$ cat config.mk
export PLATFORM = sky130hd
export DESIGN_NAME = mcu
export DESIGN_NICKNAME = d
export VERILOG_FILES = /design/src/rtl/mcu_pkg.sv /design/src/rtl/mcu.sv
export SDC_FILE = /design/constraint.sdc
export NUM_CORES = 1
export LEC_CHECK = 0
export CAP_MARGIN = 20
export CORE_AREA = 2 2 39 41
export CTS_BUF_LIST = sky130_fd_sc_hd__clkbuf_2 sky130_fd_sc_hd__clkbuf_4 sky130_fd_sc_hd__clkbuf_8
export DETAILED_ROUTE_END_ITERATION = 16
export DIE_AREA = 0 0 41 43
export GPL_TIMING_DRIVEN = 1
export PLACE_DENSITY = 0.71
export SLEW_MARGIN = 10
export SYNTH_ARGS = -nofsm -noshare
export SYNTH_HDL_FRONTEND = slang
export SYNTH_SLANG_ARGS = --single-unit
$ cat constraint.sdc
create_clock -name clk -period 1.6 [get_ports clk]
set_input_delay 0.32 -clock clk [delete_from_list [all_inputs] [get_ports clk]]
set_output_delay 0.32 -clock clk [all_outputs]
set_load 0.005 [all_outputs]
$ cat src/rtl/mcu_pkg.sv
// Shared types and constants for the main control unit of the cipher datapath.
package mcu_pkg;

    typedef enum logic [3:0] {
        NOKEY     = 4'd0,
        KEY_START = 4'd1,
        KEYGEN    = 4'd2,
        READY     = 4'd3,
        ACCEPT    = 4'd4,
        WAIT_DATA = 4'd5,
        DEQ       = 4'd6,
        PROCESS   = 4'd7,
        ENQ       = 4'd8
    } mcu_state_t;

    localparam int STAT_BUSY    = 3;
    localparam int STAT_KEYNEED = 2;
    localparam int STAT_MODE    = 1;
    localparam int STAT_OVF     = 0;

    localparam logic [3:0] STATUS_RESET = 4'b0100;

endpackage

$ cat src/rtl/mcu.sv
// Main control unit: key generation sequencing, mode latch and RX->cipher->TX block flow.
// Optional sticky RX overflow flag on status_bits[0] when MCU_RX_OVERFLOW_EN is defined.
module mcu
    import mcu_pkg::*;
(
    input  logic       clk,
    input  logic       n_reset,
    input  logic       generation_done,
    input  logic       key_in,
    input  logic       is_encryption_pulse,
    input  logic       is_decryption_pulse,
    input  logic       emptyRx,
    input  logic       fullRx,
    input  logic       emptyTx,
    input  logic       fullTx,
    input  logic       data_done,
    output logic       accepted,
    output logic       is_encrypt,
    output logic       read_fifo,
    output logic       rcv_deq,
    output logic       trans_enq,
    output logic       mcu_key_in,
    output logic [3:0] status_bits
);

    mcu_state_t state_q, state_d;
    logic       is_encrypt_q, is_encrypt_d;
    logic       one_mode;
    logic       ovf;

    // Simultaneous encrypt/decrypt commands are contradictory and ignored.
    assign one_mode = is_encryption_pulse ^ is_decryption_pulse;

    always_ff @(posedge clk or posedge n_reset) begin
        if (n_reset) begin
            state_q      <= NOKEY;
            is_encrypt_q <= 1'b0;
        end else begin
            state_q      <= state_d;
            is_encrypt_q <= is_encrypt_d;
        end
    end

    always_comb begin
        state_d      = state_q;
        is_encrypt_d = is_encrypt_q;
        unique case (state_q)
            NOKEY:     if (key_in) state_d = KEY_START;
            KEY_START: state_d = KEYGEN;
            KEYGEN:    if (generation_done) state_d = READY;
            READY: begin
                if (key_in) begin
                    state_d = KEY_START;
                end else if (one_mode) begin
                    is_encrypt_d = is_encryption_pulse;
                    state_d      = ACCEPT;
                end
            end
            ACCEPT:    state_d = WAIT_DATA;
            WAIT_DATA: begin
                if (key_in) begin
                    state_d = KEY_START;
                end else if (one_mode) begin
                    is_encrypt_d = is_encryption_pulse;
                    state_d      = ACCEPT;
                end else if (!emptyRx && !fullTx) begin
                    state_d = DEQ;
                end
            end
            DEQ:       state_d = PROCESS;
            PROCESS:   if (data_done) state_d = ENQ;
            ENQ:       state_d = WAIT_DATA;
            default:   state_d = NOKEY;
        endcase
    end

`ifdef MCU_RX_OVERFLOW_EN
    logic ovf_q, ovf_d;
    logic unused_ok;

    // A full RX in the same cycle as ACCEPT still counts as a fresh overflow.
    assign ovf_d = (ovf_q && (state_q != ACCEPT)) || fullRx;

    always_ff @(posedge clk or posedge n_reset) begin
        if (n_reset) ovf_q <= 1'b0;
        else         ovf_q <= ovf_d;
    end

    assign ovf       = ovf_q;
    assign unused_ok = emptyTx;
`else
    logic unused_ok;
    assign ovf       = 1'b0;
    assign unused_ok = ^{emptyTx, fullRx};
`endif

    assign accepted   = (state_q == ACCEPT);
    assign mcu_key_in = (state_q == KEY_START);
    assign rcv_deq    = (state_q == DEQ);
    assign read_fifo  = (state_q == DEQ);
    assign trans_enq  = (state_q == ENQ);
    assign is_encrypt = is_encrypt_q;

    assign status_bits[STAT_BUSY]    = (state_q == KEY_START) || (state_q == KEYGEN) ||
                                       (state_q == DEQ) || (state_q == PROCESS) ||
                                       (state_q == ENQ);
    assign status_bits[STAT_KEYNEED] = (state_q == NOKEY) || (state_q == KEY_START) ||
                                       (state_q == KEYGEN);
    assign status_bits[STAT_MODE]    = is_encrypt_q;
    assign status_bits[STAT_OVF]     = ovf;

endmodule

==> impl_metrics.ini, run 1 <==
[status]
outcome = finished with violations
violations = setup timing

[die]
rows = 14
die_h_um = 43
core_um2 = 1380
ios = 21
initial_core_util_pct = 35.4
die_w_um = 41
dieArea_um2 = 1760

[cts]
cts_buffers = 3
clockRootBuffer = clkbuf_4
clock_path_buffers = 2
path_clk_slew_ps = 50
clock_latency_ps = 240
numClockSinks = 5
hold_buffers = 0
cts_max_level = 1
cts_tree = yes

[power_and_ir_drop]
peakVddDrop_v = 0.000768
pwr-share-clk_pct = 12.5
power_switching_mw = 0.504
powerDensity_nw_per_um2 = 1610
combPwrFrac_pct = 71.4
power_mw = 1.33
power.internal_mw = 0.828
p_leak_nw = 0.368
power_frac_seq_pct = 16.1
switching_share_pct = 37.8

[synth]
syn_area_um2 = 490
synth-simple-area-share_pct = 30.6
yosysUniqueCellTypes = 30
synth_xor_xnor_area_share_pct = 7.14
ys_ff_latch = 5
synth_area_leaders = dfrtp_1 (26%), nor2_1 (6.9%), buf_2 (5.1%)
async_flop_share_pct = 100
synth_top_family_by_area = simple AND/OR/NAND/NOR gates
synth_top_area_cell = dfrtp_1
synth.top_cell.area_share_pct = 25.5
synth_cells = 61
synth_fa_ha_area_share_pct = 0
synth_edf_count = 0
yosys_warnings = 0
ys.flop_type = dfrtp_1
syn_nets = 72
synthMuxAreaShare_pct = 0
synth_seq_area_share_pct = 25.5
synth_compound_gate_area_share_pct = 21.7
postSynthAreaPerCell_um2 = 8.04

[timing]
rsz0062_at_grt = true
period_share_pct = 102
final_max_slew_viol_count = 0
hold_viol = 0
min_period_ps = 1630
setup_viol = 2
fmax_ghz = 0.612
fin_hold_ws_ps = 262
clock_skew_ps = 9.80
worst_slack_ps = -35.0

[layout]
area_growth_pct = 68.4
post-route-util_pct = 59.7
multi_input_area_um2 = 335
diodes = 0
regArea_um2 = 128
fin_cells = 108
fill_cells = 127
layout-drive-gt1-share_pct = 42.4
nets = 104
fin_area_um2 = 826

[critical_path]
startpoint_type = register
worst_setup_path_end_kind = output pin
crit_end = mcu_key_in
cp-startpoint = state_q[1]
crit_required_ps = 1280
rr_worst_depth = 5
cp.arrival_ps = 1310
r2r-start = state_q[3]
cp_max_fo = 6
reg2reg_to = state_q[1]
rrSetupSlack_ps = 170
path_class = register to output pin

[drt]
routed-via-count = 567
antenna_left = 0
routedWlPerCell_um = 12.0
post-route-drc-count = 0
drtIter0Drc = 4
vias_per_cell = 5.25
firstDrtPassIters = 4
wl_um = 1300

[grt]
grt_max_degree = 10
grt_pass1_wl_um = 2110
antenna_found_initial = 0
grt_use_total_pct = 17.6
grt.overflow.total = 0
grt_pass1_vias = 501

[place]
portBuffers = 17
hpwl_um = 853
placedInstanceArea_um2 = 701
dpl.cell_count = 96
place_congestion = 0.780

[worst_hold_path]
hold_path_class = primary input to asynchronous set/reset pin

[job]
maxCapViolations = 0
-- metrics by stage --
step                      setup WS [ps]  TNS (ps)
final                             -35.0     -66.6
after global routing               -113      -275
after detailed placement           -158      -701
after CTS                          -219      -621
after floorplan                     205         0
after global placement             -159      -475
-- layout by cell type (no fill, tap or decap), types with 3 or more instances in the layout --
master / synthesis / final
clkdlybuf4s50_1: 0 / 10
buf_6: 0 / 5
buf_2: 5 / 4
nand3_1: 3 / 3
clkbuf_4: 0 / 4
buf_4: 3 / 15
a31oi_1: 3 / 3
nor2_1: 9 / 9
dfrtp_1: 5 / 3
-- power by group through the flow --
stage                     registers (mW)  clock network (mW)  logic (mW)
final                              0.214               0.166       0.951
after floorplan                    0.188                   0       0.483
after global routing               0.219               0.180        1.04
after global placement             0.208                   0       0.723
after CTS                          0.214               0.164       0.864
after detailed placement           0.211                   0       0.740
-- sequential cells by signal (all words and copies together), names as in the netlist --
name / cells
state_q: 4
is_encrypt: 1
-- worst min-delay path by stage --
| stage | cells past startpoint | end | slack, ps |
|---|---|---|---|
| finish | 2 | is_encrypt | 260 |
| global route | 2 | is_encrypt | 280 |
| CTS | 2 | is_encrypt | 270 |
| detailed placement | 2 | is_encrypt | 530 |
| global placement | 2 | is_encrypt | 530 |
| floorplan | 1 | is_encrypt | 100 |
-- synthesized netlist by cell type (all sizes together) (2+ instances only) --
cell    count
xnor2       2
inv         2
xor2        2
buf         9
nand3       3
a211oi      2
a21oi       2
dfrtp       5
nor2        9
nor2b       3
nor3b       4
a31oi       3
-- repair_timing --
action	CTS	global route
gates resized for setup	22	18
pin swaps	1	3
setup endpoints to repair	7	7
buffers inserted	6	2
endpoints found under the hold margin	0	0
-- logic make-up (layout without fill, tap and decap cells) --
logic type / Yosys count / count (layout)
AO/OA/AOI/OAI: 15 / 15
buffers and inverters: 11 / 42
XOR/XNOR: 4 / 4
flip-flops: 5 / 5
other: 1 / 1
AND/OR/NAND/NOR: 25 / 25
-- routing by layer --
metal	up-vias	global-route usage, %	routed length, µm
li1	276	-	-
met1	275	22.0	518
met2	14	27.8	722
met3	2	1.57	36
met4	0	10.0	19
met5	-	0	0
-- layout make-up --
class                   instances  area share [%]
clock buffers                   4            3.64
multi-input cells              45            40.6
flip-flops and latches          5            15.5
inverters                       2           0.909
well taps                      16            2.42
repair buffers                 36            37.0
-- critical path, cell delays in order, from the launching register on --
cell	delay, ps
dfrtp_1	380
buf_6	120
buf_4	150
nor3b_1	190
clkdlybuf4s15_2	230
Power figures use the tool's default switching activity.
==> inputs of run 2 (changes only) <==
CAP_MARGIN = default   (was 20)
CELL_PAD_IN_SITES_DETAIL_PLACEMENT = 1   (was default)
CELL_PAD_IN_SITES_GLOBAL_PLACEMENT = 2   (was default)
CORE_AREA = default   (was 2 2 39 41)
CORE_MARGIN = 2   (was default)
CORE_UTILIZATION = 23   (was default)
DIE_AREA = default   (was 0 0 41 43)
PLACE_DENSITY = 0.88   (was 0.71)
==> run 2 against run 1 <==
Flip-flop and latch count unchanged. Register-to-register slack got worse by 50 ps. Core utilization decreased by 19 points. Fmax increased by 3.0%. First-iteration DRC count increased by 25%. Critical endpoint is now status_bits[3]. Largest cell class unchanged. Via count decreased by 1.8%. Count of clock-buffer cells in the layout unchanged. Critical path type unchanged. Sequential share of layout area increased by 0.28 points. Combinational power decreased by 7.3%. Non-clock buffer count decreased by 3. Cell count increased by 7.4%. The flow now finishes without violations. Die area increased by 43%.
==> impl_metrics.ini, run 2 (synthesized netlist as in run 1, its figures left out) <==
[status]
outcome = completed

[timing]
rsz0062_at_grt = true
setup_viol = 0
hold_viol = 0
clock_skew_ps = 0.731
min_period_ps = 1590
fin_hold_ws_ps = 306
period_share_pct = 99.2
worst_slack_ps = 12.1
fmax_ghz = 0.630
final_max_slew_viol_count = 0

[grt]
grt_max_degree = 18
grt_pass1_vias = 583
grt_util_met2_pct = 25.7
grt.overflow.total = 0
grt_use_total_pct = 13.0
grt_pass1_wl_um = 2570
antenna_found_initial = 0
top_usage_layer = met2
use_met3_pct = 1.49
grtUsageMet1_pct = 14.1

[cts]
clock_latency_ps = 230
clockRootBuffer = clkbuf_4
cts_buffers = 3
cts_tree = yes
path_clk_slew_ps = 40
numClockSinks = 5
hold_buffers = 0
clock_path_buffers = 2
cts_max_level = 1

[die]
ios = 21
die_h_um = 50.2
die_w_um = 50.2
core_um2 = 1980
dieArea_um2 = 2520
rows = 16
initial_core_util_pct = 24.7

[layout]
fin_cells = 116
fin_area_um2 = 803
final_common_cell = buf_4
top_register = state_q
area_growth_pct = 63.8
layout.cells.most_common_list = buf_4 (12), clkdlybuf4s50_1 (10), nor2_1 (9)
layout-drive-gt1-share_pct = 40.4
largest_reg_flops = 4
diodes = 0
post-route-util_pct = 40.5
nets = 101

[power_and_ir_drop]
p_leak_nw = 0.358
power_frac_seq_pct = 17.9
power.internal_mw = 0.776
combPwrFrac_pct = 69.5
powerDensity_nw_per_um2 = 1580
switching_share_pct = 38.9
power_switching_mw = 0.493
pwr-share-clk_pct = 12.6
peakVddDrop_v = 0.000413

[place]
placedInstanceArea_um2 = 714
place_congestion = 0.719
hpwl_um = 1140
dpl.cell_count = 107
portBuffers = 17
pre_cts_slack_ps = -186

[drt]
routedWlPerCell_um = 13.2
antenna_left = 0
drtIter0Drc = 5
wl_um = 1530
post-route-drc-count = 0
firstDrtPassIters = 2
routed-via-count = 557
vias_per_cell = 4.80

[critical_path]
cp_max_fo = 3
crit_chain = nor4b_2, o21bai_1, buf_2
crit_cells = 3
crit_path_top_delay_cell = dfrtp_1
crit_family = flip-flops
cp_num_buf_inv = 1
worst_setup_path_end_kind = output pin
cp_slowest_stage_delay_ps = 410
rr_worst_depth = 5
rrSetupSlack_ps = 120
cp.arrival_ps = 1270
crit_required_ps = 1280
path_class = register to output pin
startpoint_type = register

[job]
maxCapViolations = 0

[worst_hold_path]
hold_path_class = primary input to asynchronous set/reset pin
-- run 2: worst paths after layout --
path / to / start
hold / removal: state_q[0] / n_reset
max in group asynchronous: state_q[2] / n_reset
setup / recovery: status_bits[3] / state_q[0]
setup reg to reg: state_q[1] / state_q[2]
hold reg to reg: is_encrypt / is_encrypt
min in group clk: is_encrypt / is_encrypt
-- run 2: worst register-to-register path: stages (launching register included) --
cell and delay [ps]:
dfrtp_2 450, buf_8 150, buf_4 140, or3_1 330, a31oi_1 180, a32o_2 160
-- run 2: through the flow --
stage	TNS, ps	total power, mW
after floorplan	0	0.672
after global placement	-816	0.953
after detailed placement	-1290	0.996
after CTS	-21.5	1.23
after global routing	-118	1.38
final	0	1.27
-- run 2: power by group through the flow --
stage	logic [mW]	registers (mW)	clock network, mW
6_report	0.882	0.227	0.160
5_1_grt	0.976	0.231	0.177
4_1_cts	0.844	0.227	0.161
3_5_place_dp	0.788	0.207	0
3_3_place_gp	0.752	0.201	0
2_1_floorplan	0.483	0.188	0
-- run 2: area by class of cell --
type	count	area [µm²]
fillers	242	1180
multi-input cells	45	332
repair buffers	33	274
flip-flops and latches	5	126
well taps	27	33.8
clock buffers	4	30.0
inverters	2	7.51
-- run 2: metal layers --
metal | part of all wire (%) | vias up
met5 | 0 | -
met4 | 0.92 | 0
met3 | 2.7 | 2
met2 | 57 | 13
met1 | 39 | 271
li1 | - | 271
-- run 2: what timing repair did --
item	CTS	global route
setup endpoints to repair	7	5
resized for setup	35	6
pin swaps	1	0
setup buffers	1	4
